`src/rtl/rf_ctrl_pkg.sv`:
```
// Shared register-file control definitions: widths, register count and
// write-back requester identifiers used by sys_regs, decode and rf_wb_sched.
package rf_ctrl_pkg;

  localparam int unsigned XLEN     = 32;
  localparam int unsigned REG_AW   = 5;
  localparam int unsigned NUM_REGS = 2 ** REG_AW;

  // Write-back requester IDs; also the round-robin arbiter state encoding.
  typedef enum logic {
    WB_ALU = 1'b0,
    WB_LSU = 1'b1
  } wb_id_e;

endpackage

```
`src/rtl/rr_arb2.sv`:
```
// Two-input round-robin arbiter. The requester that did not win the most
// recent accepted transfer wins a tie; reset favours requester 0.
module rr_arb2 (
  input  logic       clk,
  input  logic       rst,
  input  logic [1:0] valid,
  output logic [1:0] grant
);
  import rf_ctrl_pkg::*;

  wb_id_e last_grant;
  wb_id_e last_grant_nxt;

  // State register: remembers the requester of the last accepted transfer.
  always_ff @(posedge clk) begin
    if (rst) begin
      last_grant <= WB_LSU;
    end else begin
      last_grant <= last_grant_nxt;
    end
  end

  // Next state: follow the grant whenever a transfer is accepted.
  always_comb begin
    last_grant_nxt = last_grant;
    if (grant[0]) begin
      last_grant_nxt = WB_ALU;
    end else if (grant[1]) begin
      last_grant_nxt = WB_LSU;
    end
  end

  // Output: single valid wins outright, a tie goes to the non-last requester.
  always_comb begin
    grant = '0;
    case (valid)
      2'b01:   grant = 2'b01;
      2'b10:   grant = 2'b10;
      2'b11:   grant = (last_grant == WB_LSU) ? 2'b01 : 2'b10;
      default: grant = '0;
    endcase
  end

endmodule

```
`src/rtl/rf_wb_sched.sv`:
```
// Write-back scheduler and scoreboard for the integer register file.
// Arbitrates ALU and load write-backs onto the single sys_regs write port,
// registers the write, and tracks outstanding destination registers.
module rf_wb_sched #(
  parameter int unsigned XLEN   = rf_ctrl_pkg::XLEN,
  parameter int unsigned REG_AW = rf_ctrl_pkg::REG_AW
) (
  input  logic                 clk,
  input  logic                 rst,
  input  logic                 alloc_valid,
  input  logic [REG_AW-1:0]    alloc_rd,
  input  logic [REG_AW-1:0]    chk_rs1,
  input  logic [REG_AW-1:0]    chk_rs2,
  input  logic [REG_AW-1:0]    chk_rd,
  output logic                 hazard,
  input  logic                 req0_valid,
  input  logic [REG_AW-1:0]    req0_rd,
  input  logic [XLEN-1:0]      req0_data,
  output logic                 req0_ready,
  input  logic                 req1_valid,
  input  logic [REG_AW-1:0]    req1_rd,
  input  logic [XLEN-1:0]      req1_data,
  output logic                 req1_ready,
  output logic                 rf_write_en,
  output logic [REG_AW-1:0]    rf_rd_addr,
  output logic [XLEN-1:0]      rf_write_data,
  output logic [2**REG_AW-1:0] busy_vec
);
  import rf_ctrl_pkg::*;

  localparam int unsigned NREGS = 2 ** REG_AW;

  logic [1:0]        grant;
  logic              accept;
  logic [REG_AW-1:0] sel_rd;
  logic [XLEN-1:0]   sel_data;
  logic [NREGS-1:0]  busy_nxt;

  rr_arb2 u_arb (
    .clk   (clk),
    .rst   (rst),
    .valid ({req1_valid, req0_valid}),
    .grant (grant)
  );

  assign req0_ready = grant[0];
  assign req1_ready = grant[1];
  assign accept     = |grant;

  // Mux the granted request onto the write path.
  always_comb begin
    sel_rd   = req0_rd;
    sel_data = req0_data;
    if (grant[1]) begin
      sel_rd   = req1_rd;
      sel_data = req1_data;
    end
  end

  // Registered register-file write port; x0 writes are consumed silently
  // and leave the address/data registers untouched.
  always_ff @(posedge clk) begin
    if (rst) begin
      rf_write_en   <= 1'b0;
      rf_rd_addr    <= '0;
      rf_write_data <= '0;
    end else begin
      rf_write_en <= accept && (sel_rd != '0);
      if (accept && (sel_rd != '0)) begin
        rf_rd_addr    <= sel_rd;
        rf_write_data <= sel_data;
      end
    end
  end

  // Scoreboard next state: clear on the register-file write edge, set on
  // allocation (set wins on collision), x0 never busy.
  always_comb begin
    busy_nxt = busy_vec;
    if (rf_write_en) begin
      busy_nxt[rf_rd_addr] = 1'b0;
    end
    if (alloc_valid) begin
      busy_nxt[alloc_rd] = 1'b1;
    end
    busy_nxt[0] = 1'b0;
  end

  // Scoreboard register.
  always_ff @(posedge clk) begin
    if (rst) begin
      busy_vec <= '0;
    end else begin
      busy_vec <= busy_nxt;
    end
  end

  // Decode stall: any referenced non-zero register with a write outstanding.
  always_comb begin
    hazard = (busy_vec[chk_rs1] && (chk_rs1 != '0)) ||
             (busy_vec[chk_rs2] && (chk_rs2 != '0)) ||
             (busy_vec[chk_rd]  && (chk_rd  != '0));
  end

endmodule

```
`config.mk`:
```
export PLATFORM = sky130hd
export DESIGN_NAME = rf_wb_sched
export DESIGN_NICKNAME = d
export VERILOG_FILES = /design/src/rtl/rf_ctrl_pkg.sv /design/src/rtl/rr_arb2.sv /design/src/rtl/rf_wb_sched.sv
export SDC_FILE = /design/constraint.sdc
export NUM_CORES = 1
export LEC_CHECK = 0
export CAP_MARGIN = 20
export CORE_MARGIN = 3
export CORE_UTILIZATION = 42
export DETAILED_ROUTE_END_ITERATION = 8
export PLACE_DENSITY = 0.81
export REMOVE_ABC_BUFFERS = 1
export SETUP_SLACK_MARGIN = 0.1
export SLEW_MARGIN = 15
export SYNTH_ARGS = -nofsm -noshare
export SYNTH_HDL_FRONTEND = slang
export SYNTH_SLANG_ARGS = --single-unit
export TNS_END_PERCENT = 30
```
`constraint.sdc`:
```
create_clock -name clk -period 3.8 [get_ports clk]
set_input_delay 0.95 -clock clk [delete_from_list [all_inputs] [get_ports clk]]
set_output_delay 0.95 -clock clk [all_outputs]
set_load 0.02 [all_outputs]
```
==> impl_metrics.py <==
metrics = {
    "worst_setup_path": {
        "start_kind": "input port",
        "critPathArrivalTime_ns": 2.76,
        "required_ns": 2.85,
        "cp_max_fo": 3,
        "path_class": "input port to output pin",
        "setup.worst_path.end_class": "output pin",
    },
    "pwr": {
        "ir_drop_uv": 183,
        "finalPower_mw": 1.90,
        "p_per_area_mw_per_mm2": 320,
        "p_leak_nw": 2.20,
    },
    "final_layout": {
        "fin_area_mm2": 0.00594,
        "final_nets": 689,
        "layout-drive-gt1-share_pct": 14.6,
        "layout_commonest_cell": "clkdlybuf4s50_1",
        "synthToLayoutAreaGrowth_pct": 57.4,
        "n_antenna_cell": 0,
        "final_cell_mix": "156 x clkdlybuf4s50_1, 70 x dfxtp_1, 43 x nor2_1",
    },
    "global_routing": {
        "grt_util_met2_pct": 42.4,
        "grt_pass1_vias": 3974,
        "use_met1_pct": 30.7,
        "gr-usage-met3_pct": 7.68,
        "grt_max_degree": 71,
        "grtUsageTotal_pct": 25.6,
        "top_usage_layer": "met2",
        "overflow": 0,
        "grt_pass1_wl_um": 20200,
        "antenna_found_initial": 0,
    },
    "die": {
        "core_mm2": 0.00846,
        "chipWidth_um": 101,
        "die_h_um": 101,
        "dieArea_mm2": 0.0102,
        "rows": 33,
        "start_util_pct": 44.6,
        "num_io_pins": 172,
    },
    "clock_network": {
        "clk_latency_ns": 0.34,
        "clk_pin_slew_ns": 0.06,
        "cts_tree": "yes",
        "htreeDepth": 3,
        "ctsHoldBuffers": 0,
        "clockBufferDepth": 2,
        "cts_sinks": 70,
        "cts_root_buffer": "clkbuf_8",
        "numCtsBuffers": 9,
    },
    "status": {
        "status": "completed",
    },
    "synth": {
        "syn_inst": 413,
        "synth_seq_area_share_pct": 37.1,
        "synth-xor-area-share_pct": 0,
        "synth_fa_ha_area_share_pct": 0,
        "ys_warn_count": 0,
        "synthFlopType": "dfxtp_1",
        "syn-cell-area_mm2": 0.00377,
        "synth_top_family_by_area": "multiplexers",
        "synth-edff-count": 0,
        "synthMuxAreaShare_pct": 23.9,
        "synthArstFlopShare_pct": 0,
        "ys_seq_elements": 70,
        "synth_compound_area_share_pct": 19.4,
        "synth_cell_types": 42,
        "synthSimpleGateAreaFrac_pct": 15.1,
        "syn_area_per_cell_um2": 9.14,
    },
    "drt": {
        "drtAntennaViolNets": 0,
        "vias_per_cell": 5.73,
        "route.detailed.drc": 0,
        "dr.pass1.iters": 5,
        "drt_iter0_markers": 251,
        "vias": 4004,
        "avgRoutedWirePerCell_um": 18.6,
        "drt_wl_total_um": 13000,
    },
    "placement": {
        "placed_area_mm2": 0.00569,
        "gp_congestion": 0.938,
        "hpwl_um": 10100,
        "numPortBuffers": 170,
    },
    "sta": {
        "fmax_mhz": 269,
        "tns_ns": 0,
        "whs_ns": 0.497,
        "fin_skew_ns": 0.00651,
        "final-setup-viol-count": 0,
        "slew_headroom_pct": 28.0,
        "period_minus_slack_ns": 3.71,
        "hold_violations": 0,
        "tightest_slew_ns": 1.08,
        "rsz0062_at_grt": "true",
        "final_max_slew_viol_count": 0,
        "fin_crit_sh_pct": 97.7,
    },
    "worst_hold_path": {
        "min_path_type": "flip-flop to flip-flop",
    },
    "run": {
        "cap_violations": 0,
    },
}
==> repair_timing <==
item	4_1_cts	5_1_grt
resized for setup	46	9
buffers inserted	1	0
pin swaps	4	1
endpoints found under the setup margin	1	1
cloned	0	0
==> per-stage QoR <==
| step | setup WS, ns | std cells | util (%) |
|---|---|---|---|
| 2_1_floorplan | -4.23 | 380 | - |
| 3_3_place_gp | -0.805 | 683 | 67.2 |
| 3_5_place_dp | -0.878 | 683 | 67.2 |
| 4_1_cts | 0.0770 | 699 | 69.8 |
| 5_1_grt | 0.0335 | 699 | 70.2 |
| 6_report | 0.0855 | 699 | 70.2 |
==> cell families (layout without fill, tap and decap cells) <==
family / Yosys count / in the layout
muxes: 64 / 64
other: 1 / 1
buffers and inverters: 38 / 219
AOI/OAI and AO/OA: 119 / 119
DFF: 70 / 70
and+or+nand+nor: 121 / 121
==> routing by layer <==
metal | share of wire (%) | vias to the layer above
met2 | 47 | 226
met1 | 38 | 1864
met5 | 0 | -
met4 | 2.7 | 0
li1 | - | 1887
met3 | 12 | 27
==> state kept, by name (all words and copies together), names as in the netlist <==
| name | count |
|---|---|
| rf_rd_addr | 5 |
| rf_write_en | 1 |
| busy_vec | 31 |
| rf_write_data | 32 |
| u_arb.last_grant | 1 |
==> synthesized netlist by cell type (all sizes together) (2+ instances only) <==
master    n  area share [%]
dfxtp    70              37
or3b      3            0.70
a2111oi   2            0.46
nand2b    4            0.66
a21oi    34             4.5
nor2     45             4.5
mux2      4             1.2
and3      2            0.33
nand3     3            0.40
nand3b    7             1.4
or4       2            0.40
nor3b     4            0.80
nand2    42             4.2
buf      10             1.6
o211ai    2            0.40
a222oi    3            0.80
o32ai     2            0.46
and3b     3            0.70
clkbuf   23             2.3
a211oi   35             7.0
inv       5            0.50
o21ai    35             4.6
mux2i    40              11
mux4     20              12
==> critical path, cell delays in order <==
cell and delay (ns):
buf_8 0.08, mux4_2 0.49, mux4_2 0.48, a21oi_2 0.14, or4b_4 0.47, buf_6 0.14
==> path summary, 6_finish.rpt <==
check             slack (ns)  depth (start not counted)         startpoint                end
setup reg to reg        1.96                          6   u_arb.last_grant  rf_write_data[20]
hold / removal          0.50                          2  rf_write_data[30]  rf_write_data[30]
setup / recovery        0.09                          6          chk_rd[2]             hazard
hold reg to reg         0.50                          2  rf_write_data[30]  rf_write_data[30]
==> power by group <==
part           internal [mW]  switching [mW]
sequential             0.779          0.0369
combinational          0.266           0.236
clock                  0.315           0.266
total                   1.36           0.540
==> area by class of cell <==
cell class / count / area (µm²)
timing repair buffer: 199 / 1920
clock inverter: 4 / 47.5
multi-input combinational: 305 / 2280
tap: 105 / 131
fill: 674 / 2520
sequential: 70 / 1400
clock buffer: 11 / 141
inverter: 5 / 18.8
Power figures use the tool's default switching activity.
==> variant (same settings) <==
The package constant `XLEN` goes from 32 to 36.
--- a/src/rtl/rf_ctrl_pkg.sv
+++ b/src/rtl/rf_ctrl_pkg.sv
@@ -3,5 +3,5 @@
 package rf_ctrl_pkg;
 
-  localparam int unsigned XLEN     = 32;
+  localparam int unsigned XLEN     = 36;
   localparam int unsigned REG_AW   = 5;
   localparam int unsigned NUM_REGS = 2 ** REG_AW;
Ports: changed (resized req0_data, req1_data and rf_write_data); port bits go from 172 to 184. No check against the original RTL was run, so the function may have changed too.
==> variant against the original RTL <==
Critical path depth rose by 1. Synthesized area rose by 4.9%. Total power rose by 15%. Clock skew increased by 4.2 ps. Setup slack lost 71 ps. Global-route usage is 0.55 points higher. Final area rose by 5.2%. Wire length rose by 7.4%. Core utilization decreased by 0.21 points. Sequential cell count rose by 4. Largest cell class unchanged. Largest power group unchanged. Highest routed layer unchanged.
==> variant: results (changes against the original RTL) <==
[grt]
grt_usage_pct=26.12  ; +0.55 points
grtUsageMet1_pct=31.02  ; +0.32 points
grt_pass1_wl_um=21310  ; +5.4%
grt.met2_usage_pct=46.42  ; +4.0 points
use_met3_pct=6.563  ; -1.1 points

[setup_path]
regToRegSetupSlack_ps=1840  ; -120 ps
ff2ff_path_depth=5  ; -1
crit_arrival_ps=2840  ; +80 ps
r2r_end=rf_write_data[11]$_SDFFE_PP0P_
startpoint=chk_rs1[0]

[routing]
drt-vias-per-instance=5.742  ; +0.24%
drt-initial-drc-count=234  ; -6.8%
wl_per_cell_um=19.42  ; +4.3%
wl_met3_um=1283  ; -19%
wl_met1_um=5360  ; +7.7%
vias=4134  ; +3.2%

[sta]
fmax_mhz=264.1  ; -1.9%
timing.hold.ws_ps=498.4  ; +1.495 ps
slew-limit-headroom_pct=36.31  ; +8.3 points
clock_skew_ps=10.67  ; +4.161 ps

[status]
status=finished clean

[placed_design]
placed_area_sq_um=5962  ; +4.8%
hpwl_um=10910  ; +8.1%
port_buffers=182  ; +7.1%
dp_slack_ps=-828.2  ; +49.57 ps

[worst_hold_path]
hold_start=rf_write_data[7]$_SDFFE_PP0P_
whs_endpoint=rf_write_data[7]$_SDFFE_PP0P_

[yosys]
synthTopCellsByArea=dfxtp_1, mux2i_1, mux4_2
synth_common_cells=dfxtp_1, nor2_1, mux2i_1
synth_seq_area_share_pct=37.40  ; +0.27 points

[finish]
utilization_pct=69.97  ; -0.21 points
top_regs=rf_write_data: 36 flops, busy_vec: 31 flops, rf_rd_addr: 5 flops
nets=715  ; +3.8%
nFillCells=681  ; +1.0%
drive_above_1_share_pct=12.09  ; -2.6 points

variant: changes by cell type in the layout (fill, tap and decap cells not counted), moves of 4 or more:
| cell | delta |
|---|---|
| buf_4 | -9 |
| clkdlybuf4s50_1 | +15 |
| dfxtp_1 | +4 |
| mux2i_1 | +6 |
| mux4_1 | +4 |
| nand2_1 | -5 |
| nand3_1 | +4 |
| nor2_1 | +6 |
variant: report_power, final:
group | switching (mW) | internal, mW | total (mW)
Combinational | 0.249 | 0.277 | 0.526
Sequential | 0.0412 | 0.825 | 0.866
Clock | 0.287 | 0.500 | 0.786
Total | 0.577 | 1.60 | 2.18
variant: layout make-up:
cell class                 count  area share, %
multi-input combinational    313          37.65
timing repair buffer         205          32.11
sequential                    74          23.70
tap                          108          2.162
clock buffer                  10          2.042
clock inverter                 5          2.042
inverter                       5         0.3002
variant: critical path, delay by kind of cell:
family                 cells  cell delay, ps
AND/OR/NAND/NOR            2             660
multiplexers               1             560
buffers and inverters      3             550
AO/OA/AOI/OAI              1             120
